**config.mk**
```make
export PLATFORM = sky130hd
export DESIGN_NAME = mem_arbiter
export DESIGN_NICKNAME = d
export VERILOG_FILES = /design/src/rtl/mem_arbiter_pkg.sv /design/src/rtl/mem_arbiter_timeout.sv /design/src/rtl/mem_arbiter.sv
export SDC_FILE = /design/constraint.sdc
export NUM_CORES = 1
export LEC_CHECK = 0
export ABC_AREA = 1
export CORE_MARGIN = 2
export CORE_UTILIZATION = 45
export CTS_CLUSTER_SIZE = 20
export DETAILED_ROUTE_END_ITERATION = 8
export HOLD_SLACK_MARGIN = 0.05
export PLACE_DENSITY = 0.86
export SLEW_MARGIN = 20
export SYNTH_ARGS = -nofsm -noshare
export SYNTH_HDL_FRONTEND = slang
export SYNTH_HIERARCHICAL = 1
export SYNTH_SLANG_ARGS = --single-unit
```
**constraint.sdc**
```tcl
create_clock -name clk -period 3.4 [get_ports clk]
set_input_delay 0.68 -clock clk [delete_from_list [all_inputs] [get_ports clk]]
set_output_delay 0.68 -clock clk [all_outputs]
set_load 0.01 [all_outputs]
```
**src/rtl/mem_arbiter_pkg.sv**
```systemverilog
// Shared definitions for the memory arbiter: FSM encoding and the abort data word
// returned when a memory access times out.
package mem_arbiter_pkg;

  typedef enum logic [1:0] {
    ST_IDLE   = 2'd0,
    ST_BUSY_I = 2'd1,
    ST_BUSY_D = 2'd2,
    ST_RESP   = 2'd3
  } arb_state_e;

  localparam logic [31:0] ABORT_DATA = 32'hDEADBEEF;

endpackage

```
**src/rtl/mem_arbiter_timeout.sv**
```systemverilog
// Watchdog for a single memory transaction: counts cycles while the arbiter is
// busy and flags the last allowed cycle so the access can be aborted.
module timeout_counter #(
  parameter int unsigned TIMEOUT = 255
) (
  input  logic clk,
  input  logic reset,
  input  logic active_i,
  output logic expired_o
);

  localparam int unsigned CW = $clog2(TIMEOUT + 1);

  logic [CW-1:0] cnt_q, cnt_d;

  // Restart from zero every time the arbiter leaves BUSY, so each access gets a full budget.
  always_comb begin
    cnt_d = active_i ? cnt_q + CW'(1) : '0;
  end

  always_ff @(posedge clk) begin
    if (reset) cnt_q <= '0;
    else       cnt_q <= cnt_d;
  end

  assign expired_o = active_i && (cnt_q == CW'(TIMEOUT - 1));

endmodule

```
**src/rtl/mem_arbiter.sv**
```systemverilog
// Two-port (instruction/data) arbiter in front of a single unified memory.
// Data wins by default; a starvation counter guarantees instruction fetch progress.
module mem_arbiter
  import mem_arbiter_pkg::*;
#(
  parameter int unsigned STARVE_LIMIT = 4,
  parameter int unsigned TIMEOUT      = 255
) (
  input  logic        clk,
  input  logic        reset,
  input  logic        ireq,
  input  logic [31:0] iaddr,
  output logic [31:0] irdata,
  output logic        iready,
  input  logic        dreq,
  input  logic        dwe,
  input  logic [31:0] daddr,
  input  logic [31:0] dwdata,
  output logic [31:0] drdata,
  output logic        dready,
  output logic        mem_req,
  output logic        mem_we,
  output logic [31:0] mem_addr,
  output logic [31:0] mem_wdata,
  input  logic [31:0] mem_rdata,
  input  logic        mem_ack,
  output logic        stall_if,
  output logic        stall_mem,
  output logic        err
);

  localparam int unsigned SW = $clog2(STARVE_LIMIT + 1);

  arb_state_e    state_q, state_d;
  logic [SW-1:0] starve_q, starve_d;
  logic [31:0]   addr_q, addr_d;
  logic [31:0]   wdata_q, wdata_d;
  logic          we_q, we_d;
  logic          gnt_data_q, gnt_data_d;
  logic [31:0]   irdata_q, irdata_d;
  logic [31:0]   drdata_q, drdata_d;
  logic          err_q, err_d;

  logic busy;
  logic expired;
  logic starve_full;

  assign busy        = (state_q == ST_BUSY_I) || (state_q == ST_BUSY_D);
  assign starve_full = (starve_q == SW'(STARVE_LIMIT));

  timeout_counter #(
    .TIMEOUT(TIMEOUT)
  ) u_timeout (
    .clk      (clk),
    .reset    (reset),
    .active_i (busy),
    .expired_o(expired)
  );

  always_comb begin
    // NOTE: every next-state variable gets its hold value first, so no path can infer a latch.
    state_d    = state_q;
    starve_d   = starve_q;
    addr_d     = addr_q;
    wdata_d    = wdata_q;
    we_d       = we_q;
    gnt_data_d = gnt_data_q;
    irdata_d   = irdata_q;
    drdata_d   = drdata_q;
    err_d      = err_q;

    unique case (state_q)
      ST_IDLE: begin
        // A waiting data request still wins at the limit when no fetch is pending.
        if (dreq && (!starve_full || !ireq)) begin
          state_d    = ST_BUSY_D;
          addr_d     = daddr;
          wdata_d    = dwdata;
          we_d       = dwe;
          gnt_data_d = 1'b1;
          if (ireq && !starve_full) starve_d = starve_q + SW'(1);
        end else if (ireq) begin
          state_d    = ST_BUSY_I;
          addr_d     = iaddr;
          wdata_d    = '0;
          we_d       = 1'b0;
          gnt_data_d = 1'b0;
          starve_d   = '0;
        end
      end
      ST_BUSY_I: begin
        if (mem_ack) begin
          irdata_d = mem_rdata;
          state_d  = ST_RESP;
        end else if (expired) begin
          irdata_d = ABORT_DATA;
          err_d    = 1'b1;
          state_d  = ST_RESP;
        end
      end
      ST_BUSY_D: begin
        if (mem_ack) begin
          drdata_d = we_q ? 32'h0 : mem_rdata;
          state_d  = ST_RESP;
        end else if (expired) begin
          drdata_d = ABORT_DATA;
          err_d    = 1'b1;
          state_d  = ST_RESP;
        end
      end
      ST_RESP: state_d = ST_IDLE;
      default: state_d = ST_IDLE;
    endcase
  end

  // NOTE: state registers use non-blocking assignments so all flops update together at the edge.
  always_ff @(posedge clk) begin
    if (reset) begin
      // NOTE: only real state is reset; the combinational outputs fall out of state_q = IDLE.
      state_q    <= ST_IDLE;
      starve_q   <= '0;
      addr_q     <= '0;
      wdata_q    <= '0;
      we_q       <= 1'b0;
      gnt_data_q <= 1'b0;
      irdata_q   <= '0;
      drdata_q   <= '0;
      err_q      <= 1'b0;
    end else begin
      state_q    <= state_d;
      starve_q   <= starve_d;
      addr_q     <= addr_d;
      wdata_q    <= wdata_d;
      we_q       <= we_d;
      gnt_data_q <= gnt_data_d;
      irdata_q   <= irdata_d;
      drdata_q   <= drdata_d;
      err_q      <= err_d;
    end
  end

  assign mem_req   = busy;
  assign mem_we    = (state_q == ST_BUSY_D) && we_q;
  assign mem_addr  = addr_q;
  assign mem_wdata = wdata_q;
  assign iready    = (state_q == ST_RESP) && !gnt_data_q;
  assign dready    = (state_q == ST_RESP) &&  gnt_data_q;
  assign irdata    = irdata_q;
  assign drdata    = drdata_q;
  assign err       = err_q;
  assign stall_if  = ireq & ~iready;
  assign stall_mem = dreq & ~dready;

endmodule
```
==> flow_metrics.env <==
export IMPL_status="finished clean"
export IMPL_clkLatencyLatePin_ns=0.41
export IMPL_r2r_end="drdata[16]$_SDFFE_PP0P_"
export IMPL_grt_max_degree=58
export IMPL_fin_tns_setup_ns=0
export IMPL_timing_final_crit_share_pct=77.1
export IMPL_fin_crit_ns=2.62
export IMPL_synth_cell_types=28
export IMPL_synth_compound_area_share_pct=11.4
export IMPL_path_clk_slew_ns=0.05
export IMPL_cp_end_kind="primary output"
export IMPL_via_per_inst=4.89
export IMPL_cts_setup_buffers=0
export IMPL_cts_tree="yes"
export IMPL_cts_num_sinks=144
export IMPL_yosys_mux_area_fraction_pct=0
export IMPL_initial_core_util_pct=45.5
export IMPL_wire_per_inst_microns=14.0
export IMPL_synth_adder_area_share_pct=1.89
export IMPL_cap_violations=0
export IMPL_drtIter0Drc=415
export IMPL_critPathArrivalTime_ns=1.94
export IMPL_antenna_left=0
export IMPL_synth_seq_area_share_pct=48.4
export IMPL_crit_end="stall_mem"
export IMPL_yosysMostFrequentCell="nand2_1"
export IMPL_hold_buffers=0
export IMPL_place_congestion=0.814
export IMPL_crit_type="in -> out"
export IMPL_dieArea_sq_mm=0.0142
export IMPL_routed_wl_microns=17900
export IMPL_cts_htree_levels=4
export IMPL_max_freq_mhz=381
export IMPL_synth_simple_area_share_pct=29.7
export IMPL_cts_buffers=17
export IMPL_io_pins=269
export IMPL_synth_net_count=982
export IMPL_core_sq_mm=0.0131
export IMPL_worstPathMaxFanout=4
export IMPL_yosysWarnings=6
export IMPL_area_delta_synth_final_pct=55.5
export IMPL_synth_main_ff_cell="dfxtp_1"
export IMPL_yosys_area_top_type="dfxtp_1"
export IMPL_hold_ws_ns=0.449
export IMPL_rsz0062_at_grt="no"
export IMPL_groute_usage_overall_pct=25.2
export IMPL_slew_headroom_pct=41.5
export IMPL_reg2reg_from="state_q[0]$_SDFFE_PP0P_"
export IMPL_crit_path_start_kind="input port"
export IMPL_synth_common_cells="nand2_1, nor2_1, dfxtp_1, a21oi_1, inv_1"
export IMPL_cts_root_buf="clkbuf_16"
export IMPL_synth_edf_count=0
export IMPL_yosys_top_cells_area="dfxtp_1, nand2_1, nor2_1"
export IMPL_finalHoldViolations=0
export IMPL_maxSlewViolCount=0
export IMPL_async_reset_ff_share_pct=0
export IMPL_worst_pin_slew_ns=0.876
export IMPL_hold_path_class="reg -> reg"
export IMPL_power_density_mw_per_mm2=728
export IMPL_routed_via_count=6229
export IMPL_grt_pass1_vias=5809
export IMPL_cts_resized=0
export IMPL_ys_ff_latch=144
export IMPL_overflow=0
export IMPL_drt_first_pass_iters=5
export IMPL_io_buffers=268
export IMPL_die_height_microns=119
export IMPL_grt_first_pass_wirelength_microns=28400
export IMPL_synth_top_area_share_pct=48.4
export IMPL_r2r_cells=9
export IMPL_nNetsFinal=1227
export IMPL_n_fill_cell=1021
export IMPL_rrSetupSlack_ns=0.85
export IMPL_drc=0
export IMPL_finalSetupViolCount=0
export IMPL_clock_path_buffers=2
export IMPL_rows=42
export IMPL_synth_area_per_cell_sq_um=7.10
export IMPL_syn_inst=839
export IMPL_p_leak_nw=3.94
export IMPL_die_x_microns=119
export IMPL_post_dp_hpwl_microns=12600
export IMPL_antenna_found_initial=0
export IMPL_crit_start="dreq"
export IMPL_synth_area_sq_mm=0.00595
export IMPL_irDropWorstVdd_v=0.000362
export IMPL_antenna_cells=0
export IMPL_drive_above_1_share_pct=5.10
export IMPL_required_ns=2.72
export IMPL_synth_xor_xnor_area_share_pct=0.147
export IMPL_skew_ns=0.00900
export IMPL_synth_top_family_by_area="simple AND/OR/NAND/NOR gates"
==> routing by layer <==
metal | share of wire [%] | up-vias | GRT usage (%)
met2 | 48 | 286 | 43.6
met3 | 9.0 | 39 | 9.10
met4 | 3.4 | 0 | 12.1
met1 | 39 | 2788 | 27.2
li1 | - | 3116 | -
met5 | 0 | - | 0
==> stage by stage <==
step / instances / util (%) / power, mW / worst slack, ns / area (sq um)
after detailed placement: 1241 / 66.0 / 4.78 / 0.782 / 8630
after CTS: 1273 / 70.8 / 6.77 / 0.778 / 9260
final: 1273 / 70.8 / 6.74 / 0.778 / 9260
after global placement: 1241 / 66.0 / 4.73 / 0.803 / 8630
after global routing: 1273 / 70.8 / 7.14 / 0.533 / 9260
after floorplan: 839 / - / 3.65 / 1.39 / 5950
==> critical path, cell delays in order <==
cell,delay [ns]
clkdlybuf4s50_1,0.57
inv_1,0.06
nor2_1,0.10
clkdlybuf4s50_1,0.54
==> layout make-up <==
cell class	instances	area [sq um]	area share, %
tap	176	220	2.38
clock buffer	22	474	5.12
multi-input combinational	586	2570	27.8
inverter	60	225	2.43
timing repair buffer	275	2730	29.5
sequential	144	2880	31.1
clock inverter	10	156	1.69
==> layout by cell type (no fill, tap or decap), types with 2 or more instances in the layout <==
master           Yosys  routed
a21oi_1             72      72
nor2_2               3       3
inv_1               55      55
clkbuf_1             9       2
buf_4                4       7
clkinv_2             0       4
bufinv_16            0       4
clkbuf_16            0      17
o21ai_2              2       2
nand3_1             46      46
inv_2                5       5
ha_1                 9       9
clkbuf_8             0       3
o21ai_0             45      45
nor2_1             181     181
nor2_4               3       3
clkdlybuf4s50_1      0     267
o21ai_1             14      14
nand2_2              3       3
nand2_1            201     201
dfxtp_1            144     144
==> worst min path at each step <==
stage,to,cells past startpoint,slack [ns],start
floorplan,u_timeout/cnt_q[6]$_SDFF_PP0_,2,0.44,u_timeout/cnt_q[6]$_SDFF_PP0_
global placement,err$_SDFFE_PP0P_,2,0.44,err$_SDFFE_PP0P_
detailed placement,err$_SDFFE_PP0P_,2,0.45,err$_SDFFE_PP0P_
CTS,err$_SDFFE_PP0P_,2,0.46,err$_SDFFE_PP0P_
global route,err$_SDFFE_PP0P_,2,0.47,err$_SDFFE_PP0P_
finish,err$_SDFFE_PP0P_,2,0.45,err$_SDFFE_PP0P_
==> registers in the layout (all words and copies together), names as in the netlist <==
register / count
gnt_data_q: 1
mem_wdata: 32
drdata: 32
state_q: 2
err: 1
we_q: 1
mem_addr: 32
starve_q: 3
irdata: 32
u_timeout/cnt_q: 8
==> power by group <==
group	leakage [nW]	switching [mW]	total (mW)	internal (mW)
sequential	1.18	0.222	2.31	2.09
clock	0.310	0.692	1.98	1.28
combinational	2.45	1.28	2.45	1.16
total	3.94	2.20	6.74	4.54
==> logic make-up after synthesis <==
kind of cell | Yosys count
compound gates | 134
xor+xnor | 1
fa+ha+maj | 9
buf+inv | 109
flops | 144
simple gates | 442
Note: power is estimated with default switching activity, not from simulation.
